File: src/rtl/sp_float_pkg.sv
// Shared single-precision float definitions: field positions, special values and
// the sequencer state encoding used by the float family.
package sp_float_pkg;

   localparam int SIGN    = 31;
   localparam int EXP_HI  = 30;
   localparam int EXP_LO  = 23;
   localparam int MANT_HI = 22;
   localparam int MANT_LO = 0;

   localparam logic [31:0] SP_ZERO = 32'h0000_0000;
   localparam logic [31:0] SP_NAN  = 32'hFFFF_FFFF;
   localparam logic [7:0]  EXP_MAX = 8'hFF;

   typedef enum logic [2:0] {
      IDLE,
      ALIGN,
      ADD,
      NORM,
      ROUND,
      DONE
   } state_t;

endpackage

File: src/rtl/sp_align_shift.sv
// 24-bit mantissa right barrel shifter producing guard, round and sticky bits
// from the bits shifted out below the mantissa.
module sp_align_shift (
   input  logic [23:0] i_mant,
   input  logic [7:0]  i_shift,
   output logic [23:0] o_mant,
   output logic        o_guard,
   output logic        o_round,
   output logic        o_sticky
);

   logic [25:0] w_ext;
   logic [7:0]  w_stickyShift;
   logic [23:0] w_lostMask;

   assign w_ext    = {i_mant, 2'b00} >> i_shift;
   assign o_mant   = w_ext[25:2];
   assign o_guard  = w_ext[1];
   assign o_round  = w_ext[0];

   // Sticky collects every mantissa bit that lands below the round position.
   assign w_stickyShift = (i_shift < 8'd2) ? 8'd0 : i_shift - 8'd2;
   assign w_lostMask    = ~({24{1'b1}} << w_stickyShift);
   assign o_sticky      = |(i_mant & w_lostMask);

endmodule

File: src/rtl/sradd_seq.sv
// Multi-cycle single-precision adder with valid/ready handshakes.
// Define SRADD_SEQ_ROUND_EN to add a round-to-nearest-even stage; default truncates.
module sradd_seq
   import sp_float_pkg::*;
#(
   parameter logic [31:0] NAN_VAL  = SP_NAN,
   parameter int          MAX_NORM = 24
) (
   input  logic        clk,
   input  logic        rst,
   input  logic        in_valid,
   output logic        in_ready,
   input  logic [31:0] a,
   input  logic [31:0] b,
   output logic        out_valid,
   input  logic        out_ready,
   output logic [31:0] z
);

`ifdef SRADD_SEQ_ROUND_EN
   localparam logic   ROUND_EN  = 1'b1;
   localparam state_t PACK_NEXT = ROUND;
`else
   localparam logic   ROUND_EN  = 1'b0;
   localparam state_t PACK_NEXT = DONE;
`endif

   localparam logic [5:0] MAX_NORM_C = 6'(MAX_NORM);

   state_t      r_state, w_next;
   logic [31:0] r_a, r_b, r_z;
   logic [26:0] r_mL, r_mS;
   logic [27:0] r_m;
   logic [7:0]  r_e;
   logic        r_sign, r_effSub;
   logic [5:0]  r_cnt;

   logic        w_aBig;
   logic [31:0] w_big;
   logic [30:0] w_small;
   logic [7:0]  w_ediff;
   logic [23:0] w_shMant;
   logic        w_g, w_r, w_s;
   logic        w_special;
   logic [31:0] w_specialZ;
   logic [27:0] w_sum;

   logic [27:0] w_stepIn, w_stepM;
   logic [7:0]  w_stepE;
   logic [5:0]  w_stepCnt;
   logic        w_stepDone, w_stepPack;
   logic [31:0] w_stepZ;

   assign w_aBig  = r_a[EXP_HI:MANT_LO] >= r_b[EXP_HI:MANT_LO];
   assign w_big   = w_aBig ? r_a : r_b;
   assign w_small = w_aBig ? r_b[EXP_HI:MANT_LO] : r_a[EXP_HI:MANT_LO];
   assign w_ediff = w_big[EXP_HI:EXP_LO] - w_small[EXP_HI:EXP_LO];

   sp_align_shift u_align (
      .i_mant   ({1'b1, w_small[MANT_HI:MANT_LO]}),
      .i_shift  (w_ediff),
      .o_mant   (w_shMant),
      .o_guard  (w_g),
      .o_round  (w_r),
      .o_sticky (w_s)
   );

   always_comb begin
      w_special  = 1'b1;
      w_specialZ = SP_ZERO;
      if (r_a[EXP_HI:EXP_LO] == EXP_MAX || r_b[EXP_HI:EXP_LO] == EXP_MAX)
         w_specialZ = NAN_VAL;
      else if (r_a[EXP_HI:EXP_LO] == 8'd0)
         w_specialZ = (r_b[EXP_HI:EXP_LO] == 8'd0) ? SP_ZERO : r_b;
      else if (r_b[EXP_HI:EXP_LO] == 8'd0)
         w_specialZ = r_a;
      else
         w_special = 1'b0;
   end

   // Mantissa layout: [27] carry, [26:3] 1.f, [2:0] guard/round/sticky.
   assign w_sum = r_effSub ? ({1'b0, r_mL} - {1'b0, r_mS})
                           : ({1'b0, r_mL} + {1'b0, r_mS});

   // One normalization action per cycle; ADD applies the first action to the fresh sum.
   always_comb begin
      w_stepIn   = (r_state == ADD) ? w_sum : r_m;
      w_stepM    = w_stepIn;
      w_stepE    = r_e;
      w_stepCnt  = r_cnt;
      w_stepDone = 1'b0;
      w_stepPack = 1'b0;
      w_stepZ    = SP_ZERO;
      if (w_stepIn == '0) begin
         w_stepDone = 1'b1;
      end else if (w_stepIn[27]) begin
         w_stepM = {1'b0, w_stepIn[27:2], w_stepIn[1] | w_stepIn[0]};
         w_stepE = r_e + 8'd1;
         if (r_e == 8'hFE) begin
            w_stepDone = 1'b1;
            w_stepZ    = NAN_VAL;
         end
      end else if (w_stepIn[26]) begin
         w_stepPack = 1'b1;
         w_stepZ    = {r_sign, r_e, w_stepIn[25:3]};
      end else begin
         w_stepM   = {w_stepIn[26:0], 1'b0};
         w_stepE   = r_e - 8'd1;
         w_stepCnt = r_cnt + 6'd1;
         if (w_stepE == 8'd0 || w_stepCnt > MAX_NORM_C)
            w_stepDone = 1'b1;
      end
   end

`ifdef SRADD_SEQ_ROUND_EN
   logic        w_rndUp;
   logic [24:0] w_rndM;
   logic [31:0] w_rndZ;

   always_comb begin
      w_rndUp = r_m[2] & (r_m[1] | r_m[0] | r_m[3]);
      w_rndM  = {1'b0, r_m[26:3]} + {24'd0, w_rndUp};
      w_rndZ  = {r_sign, r_e, w_rndM[22:0]};
      if (w_rndM[24]) begin
         if (r_e == 8'hFE)
            w_rndZ = NAN_VAL;
         else
            w_rndZ = {r_sign, r_e + 8'd1, w_rndM[23:1]};
      end
   end
`endif

   always_ff @(posedge clk or posedge rst) begin
      if (rst)
         r_state <= IDLE;
      else
         r_state <= w_next;
   end

   always_comb begin
      w_next    = r_state;
      in_ready  = (r_state == IDLE);
      out_valid = (r_state == DONE);
      case (r_state)
         IDLE:      if (in_valid) w_next = ALIGN;
         ALIGN:     w_next = w_special ? DONE : ADD;
         ADD, NORM: begin
            if (w_stepDone)
               w_next = DONE;
            else if (w_stepPack)
               w_next = PACK_NEXT;
            else
               w_next = NORM;
         end
         ROUND:     w_next = DONE;
         DONE:      if (out_ready) w_next = IDLE;
         default:   w_next = IDLE;
      endcase
   end

   assign z = r_z;

   always_ff @(posedge clk or posedge rst) begin
      if (rst) begin
         r_a      <= '0;
         r_b      <= '0;
         r_z      <= SP_ZERO;
         r_mL     <= '0;
         r_mS     <= '0;
         r_m      <= '0;
         r_e      <= '0;
         r_sign   <= 1'b0;
         r_effSub <= 1'b0;
         r_cnt    <= '0;
      end else begin
         case (r_state)
            IDLE: begin
               if (in_valid) begin
                  r_a <= a;
                  r_b <= b;
               end
            end
            ALIGN: begin
               if (w_special)
                  r_z <= w_specialZ;
               r_e      <= w_big[EXP_HI:EXP_LO];
               r_sign   <= w_big[SIGN];
               r_effSub <= r_a[SIGN] ^ r_b[SIGN];
               r_cnt    <= '0;
               r_mL     <= {1'b1, w_big[MANT_HI:MANT_LO], 3'b000};
               r_mS     <= {w_shMant, {w_g, w_r, w_s} & {3{ROUND_EN}}};
            end
            ADD, NORM: begin
               r_m   <= w_stepM;
               r_e   <= w_stepE;
               r_cnt <= w_stepCnt;
               if (w_stepDone || (w_stepPack && !ROUND_EN))
                  r_z <= w_stepZ;
            end
`ifdef SRADD_SEQ_ROUND_EN
            ROUND: r_z <= w_rndZ;
`endif
            default: ;
         endcase
      end
   end

endmodule
File: config.mk
export PLATFORM = sky130hd
export DESIGN_NAME = sradd_seq
export DESIGN_NICKNAME = d
export VERILOG_FILES = /design/src/rtl/sp_float_pkg.sv /design/src/rtl/sp_align_shift.sv /design/src/rtl/sradd_seq.sv
export SDC_FILE = /design/constraint.sdc
export NUM_CORES = 1
export LEC_CHECK = 0
export ABC_AREA = 1
export ABC_CLOCK_PERIOD_IN_PS = 12800
export CAP_MARGIN = 20
export CORE_MARGIN = 1.5
export CORE_UTILIZATION = 60
export DETAILED_ROUTE_END_ITERATION = 7
export PLACE_DENSITY_LB_ADDON = 0.1
export SYNTH_ARGS = -nofsm -noshare
export SYNTH_HDL_FRONTEND = slang
export SYNTH_SLANG_ARGS = --single-unit
export TNS_END_PERCENT = 10
File: constraint.sdc
create_clock -name clk -period 12.8 [get_ports clk]
set_input_delay 1.92 -clock clk [delete_from_list [all_inputs] [get_ports clk]]
set_output_delay 1.92 -clock clk [all_outputs]
set_load 0.1 [all_outputs]
==> flow_metrics.env, run 1 <==
export IMPL_status="finished, final reports clean"
export IMPL_n_fill_cell=2100
export IMPL_hold_viol=0
export IMPL_place_hpwl_um=33700
export IMPL_path_max_fanout=50
export IMPL_multiInputGateArea_um2=8270
export IMPL_fin_ws_ns=6.23
export IMPL_cp_num_cells=28
export IMPL_ioPinCount=102
export IMPL_track_usage=0.373
export IMPL_rr_startpoint="r_mS[5]$_DFFE_PP0P_"
export IMPL_ys_flop_type="dfrtp_1"
export IMPL_arrival_ns=6.89
export IMPL_die_h_um=157
export IMPL_syn_to_final_growth_pct=11.9
export IMPL_die_w_um=157
export IMPL_nets=2215
export IMPL_htree_levels=4
export IMPL_skew_ns=0.0175
export IMPL_relSlewSlack=0.268
export IMPL_clockBufferDepth=2
export IMPL_finalSetupViolCount=0
export IMPL_io_buffers=101
export IMPL_rsz0062_at_grt="no"
export IMPL_cts_repair_resized=0
export IMPL_reg2reg_slack_ns=6.23
export IMPL_crit_buf_inv=2
export IMPL_synth_top_area_share=0.337
export IMPL_seq_area_frac_synth=0.337
export IMPL_rows=56
export IMPL_slowest_stage="inv_2"
export IMPL_routabilityCongestion=0.937
export IMPL_viasPerCell=6.08
export IMPL_syn_area_per_cell_um2=6.87
export IMPL_synth_edf_count=0
export IMPL_drtIter0Drc=1788
export IMPL_tns_ns=0
export IMPL_drt_total_wl_um=44900
export IMPL_cp_common_cell="nand2_1"
export IMPL_grt_pass1_vias=12900
export IMPL_drc=0
export IMPL_netlist_area_um2=14200
export IMPL_ys_warn_count=0
export IMPL_startpoint_type="flip-flop"
export IMPL_final_seq_area_um2=4780
export IMPL_grt_max_degree=124
export IMPL_worstSetupEndpointType="flip-flop"
export IMPL_cts_tree="built"
export IMPL_cts_root_buf="clkbuf_16"
export IMPL_min_period_ns=6.57
export IMPL_synthArstFlopShare=1.00
export IMPL_crit_family="simple AND/OR/NAND/NOR gates"
export IMPL_synth_area_leaders="dfrtp_1, nand2_1, o21ai_0, nand3_1, ha_1"
export IMPL_cts_hold_buf=0
export IMPL_fmax_mhz=152
export IMPL_hold_path_depth=2
export IMPL_period_share=0.513
export IMPL_holdCritStartpoint="z[28]$_DFFE_PP0P_"
export IMPL_required_ns=13.12
export IMPL_grt_pass1_wl_um=70400
export IMPL_drv_slew=0
export IMPL_antenna_left=0
export IMPL_hold_path_endpoint="z[28]$_DFFE_PP0P_"
export IMPL_hp_class="flip-flop to flip-flop"
export IMPL_synthTopCellsByCount="nand2_1, o21ai_0, dfrtp_1, nand3_1, nor2_1"
export IMPL_coreArea_um2=23300
export IMPL_num_vias=14700
export IMPL_rr_worst_depth=28
export IMPL_critPathKind="flip-flop to flip-flop"
export IMPL_cts_setup_buffers=0
export IMPL_clock_sinks=191
export IMPL_yosysMostFrequentCell="nand2_1"
export IMPL_cap_violations=0
export IMPL_rr_endpoint="z[18]$_DFFE_PP0P_"
export IMPL_start_util=0.607
export IMPL_holdWs_ns=0.473
export IMPL_drive_above_1_share=0.0544
export IMPL_syn_num_nets=2195
export IMPL_antenna_found_initial=0
export IMPL_grt_overflow_total=0
export IMPL_diodes=0
export IMPL_clock_latency_ns=0.45
export IMPL_path_clk_slew_ns=0.08
export IMPL_netlist_instances=2062
export IMPL_drtPass1Iterations=8
export IMPL_synth_seq_cells=191
export IMPL_place_worst_setup_slack_ns=6.39
export IMPL_synth_top_area_cell="dfrtp_1"
export IMPL_cts_buffers=17
export IMPL_fp_dieArea_um2=24600
export IMPL_ys_types=55
export IMPL_worst_slew_pin_slew_ns=1.10
export IMPL_wl_per_cell_um=18.6
export IMPL_crit_path_max_incr_delay_ns=0.68
-- flip-flops by register name, summed over array words and instances (netlist names) --
signal,count
r_a,32
r_b,32
z,32
r_m,28
r_mL,24
r_mS,24
r_e,8
r_cnt,6
r_state,3
r_effSub,1
r_sign,1
-- placed cells by master, fill, tap and decap left out, types with 6 or more instances in the layout --
cell type,n
nand2_1,522
o21ai_0,197
dfrtp_1,191
nand3_1,183
nor2_1,180
inv_1,170
a21oi_1,117
clkdlybuf4s50_1,101
ha_1,64
nand4_1,60
xor2_1,45
o22ai_1,34
o21ai_1,22
a221oi_1,22
clkbuf_16,17
nor3_1,14
xnor2_1,13
inv_2,12
buf_4,12
or2_2,10
nand2_2,8
o211ai_1,8
nor4_1,7
inv_8,7
a31oi_1,6
-- per-layer routing --
layer | GRT usage | part of all wire | up-vias
met2 | 0.578 | 0.45 | 746
li1 | - | - | 6967
met4 | 0.120 | 0.030 | 0
met1 | 0.529 | 0.43 | 6871
met5 | 0 | 0 | -
met3 | 0.0665 | 0.098 | 82
-- worst max-delay path by stage --
stage / start / to / slack, ns
floorplan: rst / r_a[0]$_DFFE_PP0P_ / 5.68
global placement: r_mS[5]$_DFFE_PP0P_ / z[15]$_DFFE_PP0P_ / 6.56
detailed placement: r_mS[5]$_DFFE_PP0P_ / z[21]$_DFFE_PP0P_ / 6.39
CTS: r_mS[5]$_DFFE_PP0P_ / z[18]$_DFFE_PP0P_ / 6.34
global route: r_mS[5]$_DFFE_PP0P_ / z[22]$_DFFE_PP0P_ / 5.38
finish: r_mS[5]$_DFFE_PP0P_ / z[18]$_DFFE_PP0P_ / 6.23
-- kinds of logic (layout without fill, tap and decap cells) --
group | after synthesis | in the layout | share of synthesized area
mux | 1 | 1 | 0.000795
buf+inv | 297 | 330 | 0.0818
xor+xnor | 59 | 59 | 0.0370
fa+ha+maj | 65 | 65 | 0.0579
compound gates | 435 | 435 | 0.171
simple gates | 1014 | 1014 | 0.314
flops | 191 | 191 | 0.337
-- area by class of cell --
cell class                 count  share of cell area
sequential                   191               0.301
clock inverter                15              0.0117
inverter                     185              0.0443
timing repair buffer         113              0.0694
clock buffer                  17              0.0268
multi-input combinational   1574               0.521
tap                          319              0.0252
-- metrics by stage --
stage	instances	util	cell area, µm²
after detailed placement	2382	0.654	15200
after global placement	2382	0.654	15200
after CTS	2414	0.680	15900
after global routing	2414	0.680	15900
final	2414	0.680	15900
after floorplan	2062	-	14200
-- worst min-delay path, stage by stage, from the launching register on --
cell and delay (ns):
dfrtp_1 0.35, nand2_1 0.05, nand2_1 0.05
Power of run 1 is left out: the tool's default activity adds up to more than one toggle a clock period on the data nets, which glitch-free logic cannot reach.
==> run 2: changes to the inputs <==
--- a/config.mk
+++ b/config.mk
@@ -6,7 +6,7 @@
 export NUM_CORES = 1
 export LEC_CHECK = 0
 export ABC_AREA = 1
-export ABC_CLOCK_PERIOD_IN_PS = 12800
+export ABC_CLOCK_PERIOD_IN_PS = 6120
 export CAP_MARGIN = 20
 export CORE_MARGIN = 1.5
 export CORE_UTILIZATION = 60
==> constraint.sdc (replaced) <==
create_clock -name clk -period 6.12 [get_ports clk]
set_input_delay 0.918 -clock clk [delete_from_list [all_inputs] [get_ports clk]]
set_output_delay 0.918 -clock clk [all_outputs]
set_load 0.1 [all_outputs]
==> run 2 against run 1 <==
Net effect:
- first-iteration DRC count down 15%
- final area up 0.20%
- sequential share of layout area down 0.062 points
- core utilization up 0.14 points
- clock skew down 0.0078 ns
- worst setup slack worse by 5.7 ns
- flip-flop and latch count unchanged
- fmax up 18%
- register-to-register slack worse by 5.7 ns
- critical endpoint is now z[13]$_DFFE_PP0P_
==> flow_metrics.env, run 2 (synthesized netlist as in run 1, its figures left out) <==
export IMPL_holdCritStartpoint="z[2]$_DFFE_PP0P_"
export IMPL_wl_per_cell_um=18.6
export IMPL_diodes=0
export IMPL_rr_startpoint="r_mS[5]$_DFFE_PP0P_"
export IMPL_worstSetupEndpointType="flip-flop"
export IMPL_cts_root_buf="clkbuf_16"
export IMPL_fin_ws_ns=0.571
export IMPL_rows=56
export IMPL_path_clk_slew_ns=0.08
export IMPL_die_h_um=157
export IMPL_cts_setup_buffers=0
export IMPL_io_buffers=101
export IMPL_drtPass1Iterations=6
export IMPL_syn_to_final_growth_pct=12.1
export IMPL_clock_sinks=191
export IMPL_tns_ns=0
export IMPL_finalSetupViolCount=0
export IMPL_drive_above_1_share=0.0584
export IMPL_cap_violations=0
export IMPL_grt_overflow_total=0
export IMPL_cp_common_cell="nand2_1"
export IMPL_worst_slew_pin_slew_ns=0.985
export IMPL_dpl_cell_count=2391
export IMPL_drv_slew=0
export IMPL_cts_hold_buf=0
export IMPL_startpoint_type="flip-flop"
export IMPL_drtIter0Drc=1521
export IMPL_relSlewSlack=0.341
export IMPL_arrival_ns=5.87
export IMPL_min_period_ns=5.55
export IMPL_critPathKind="flip-flop to flip-flop"
export IMPL_final_common_cell="nand2_1"
export IMPL_rsz0062_at_grt="no"
export IMPL_cts_tree="built"
export IMPL_hold_viol=0
export IMPL_drt_total_wl_um=45200
export IMPL_grt_max_degree=78
export IMPL_cts_buffers=17
export IMPL_antenna_found_initial=0
export IMPL_final_cell_mix="nand2_1, o21ai_0, dfrtp_1"
export IMPL_reg2reg_slack_ns=0.57
export IMPL_path_max_fanout=32
export IMPL_crit_path_max_incr_delay_ns=0.49
export IMPL_hp_class="flip-flop to flip-flop"
export IMPL_cts_repair_resized=0
export IMPL_nets=2225
export IMPL_place_worst_setup_slack_ns=0.621
export IMPL_coreArea_um2=23300
export IMPL_ioPinCount=102
export IMPL_period_share=0.907
export IMPL_start_util=0.607
export IMPL_clockBufferDepth=2
export IMPL_htree_levels=4
export IMPL_clock_latency_ns=0.44
export IMPL_cp_startpoint="r_mS[5]$_DFFE_PP0P_"
export IMPL_fmax_mhz=180
export IMPL_required_ns=6.44
export IMPL_slowest_stage="nand3_2"
export IMPL_drc=0
export IMPL_final_cells=2424
export IMPL_skew_ns=0.00973
export IMPL_track_usage=0.372
export IMPL_die_w_um=157
export IMPL_place_hpwl_um=34200
export IMPL_grt_pass1_wl_um=70600
export IMPL_num_vias=14700
export IMPL_status="finished, final reports clean"
export IMPL_routabilityCongestion=0.965
export IMPL_viasPerCell=6.05
export IMPL_grt_pass1_vias=13200
export IMPL_fp_dieArea_um2=24600
export IMPL_antenna_left=0
==> run 2: layout make-up <==
cell class	count	area, µm²
fill	2095	7440
tap	319	399
multi-input combinational	1574	8270
inverter	185	702
clock inverter	14	131
sequential	191	4780
timing repair buffer	123	1180
clock buffer	18	429
==> run 2: through the flow <==
stage	hold WS [ns]	area, µm²	util
floorplan	0.446	14200	-
global placement	0.457	15300	0.656
detailed placement	0.460	15300	0.656
CTS	0.481	15900	0.680
global route	0.498	15900	0.681
finish	0.479	15900	0.681
==> run 2: final timing paths <==
kind / to / cells past startpoint
max: z[13]$_DFFE_PP0P_ / 28
min: z[2]$_DFFE_PP0P_ / 2
max reg2reg: z[13]$_DFFE_PP0P_ / 28
min reg2reg: z[2]$_DFFE_PP0P_ / 2
max in group asynchronous: r_mS[10]$_DFFE_PP0P_ / 3
min in group asynchronous: r_a[23]$_DFFE_PP0P_ / 2
==> run 2: per-layer routing <==
metal	up-vias	GRT usage	wire length, µm
li1	6972	-	-
met1	6905	0.519	19600
met2	694	0.579	20000
met3	95	0.0626	3850
met4	0	0.141	1720
met5	-	0	0
==> run 2: worst max-delay path, delay by kind of cell, from the launching register on <==
kind / cells / cell delay, ns
compound gates: 6 / 1.11
xor+xnor: 2 / 0.36
fa+ha+maj: 1 / 0.34
buf+inv: 2 / 0.24
flops: 1 / 0.43
simple gates: 17 / 2.99
Power of run 2 is left out for the same reason.
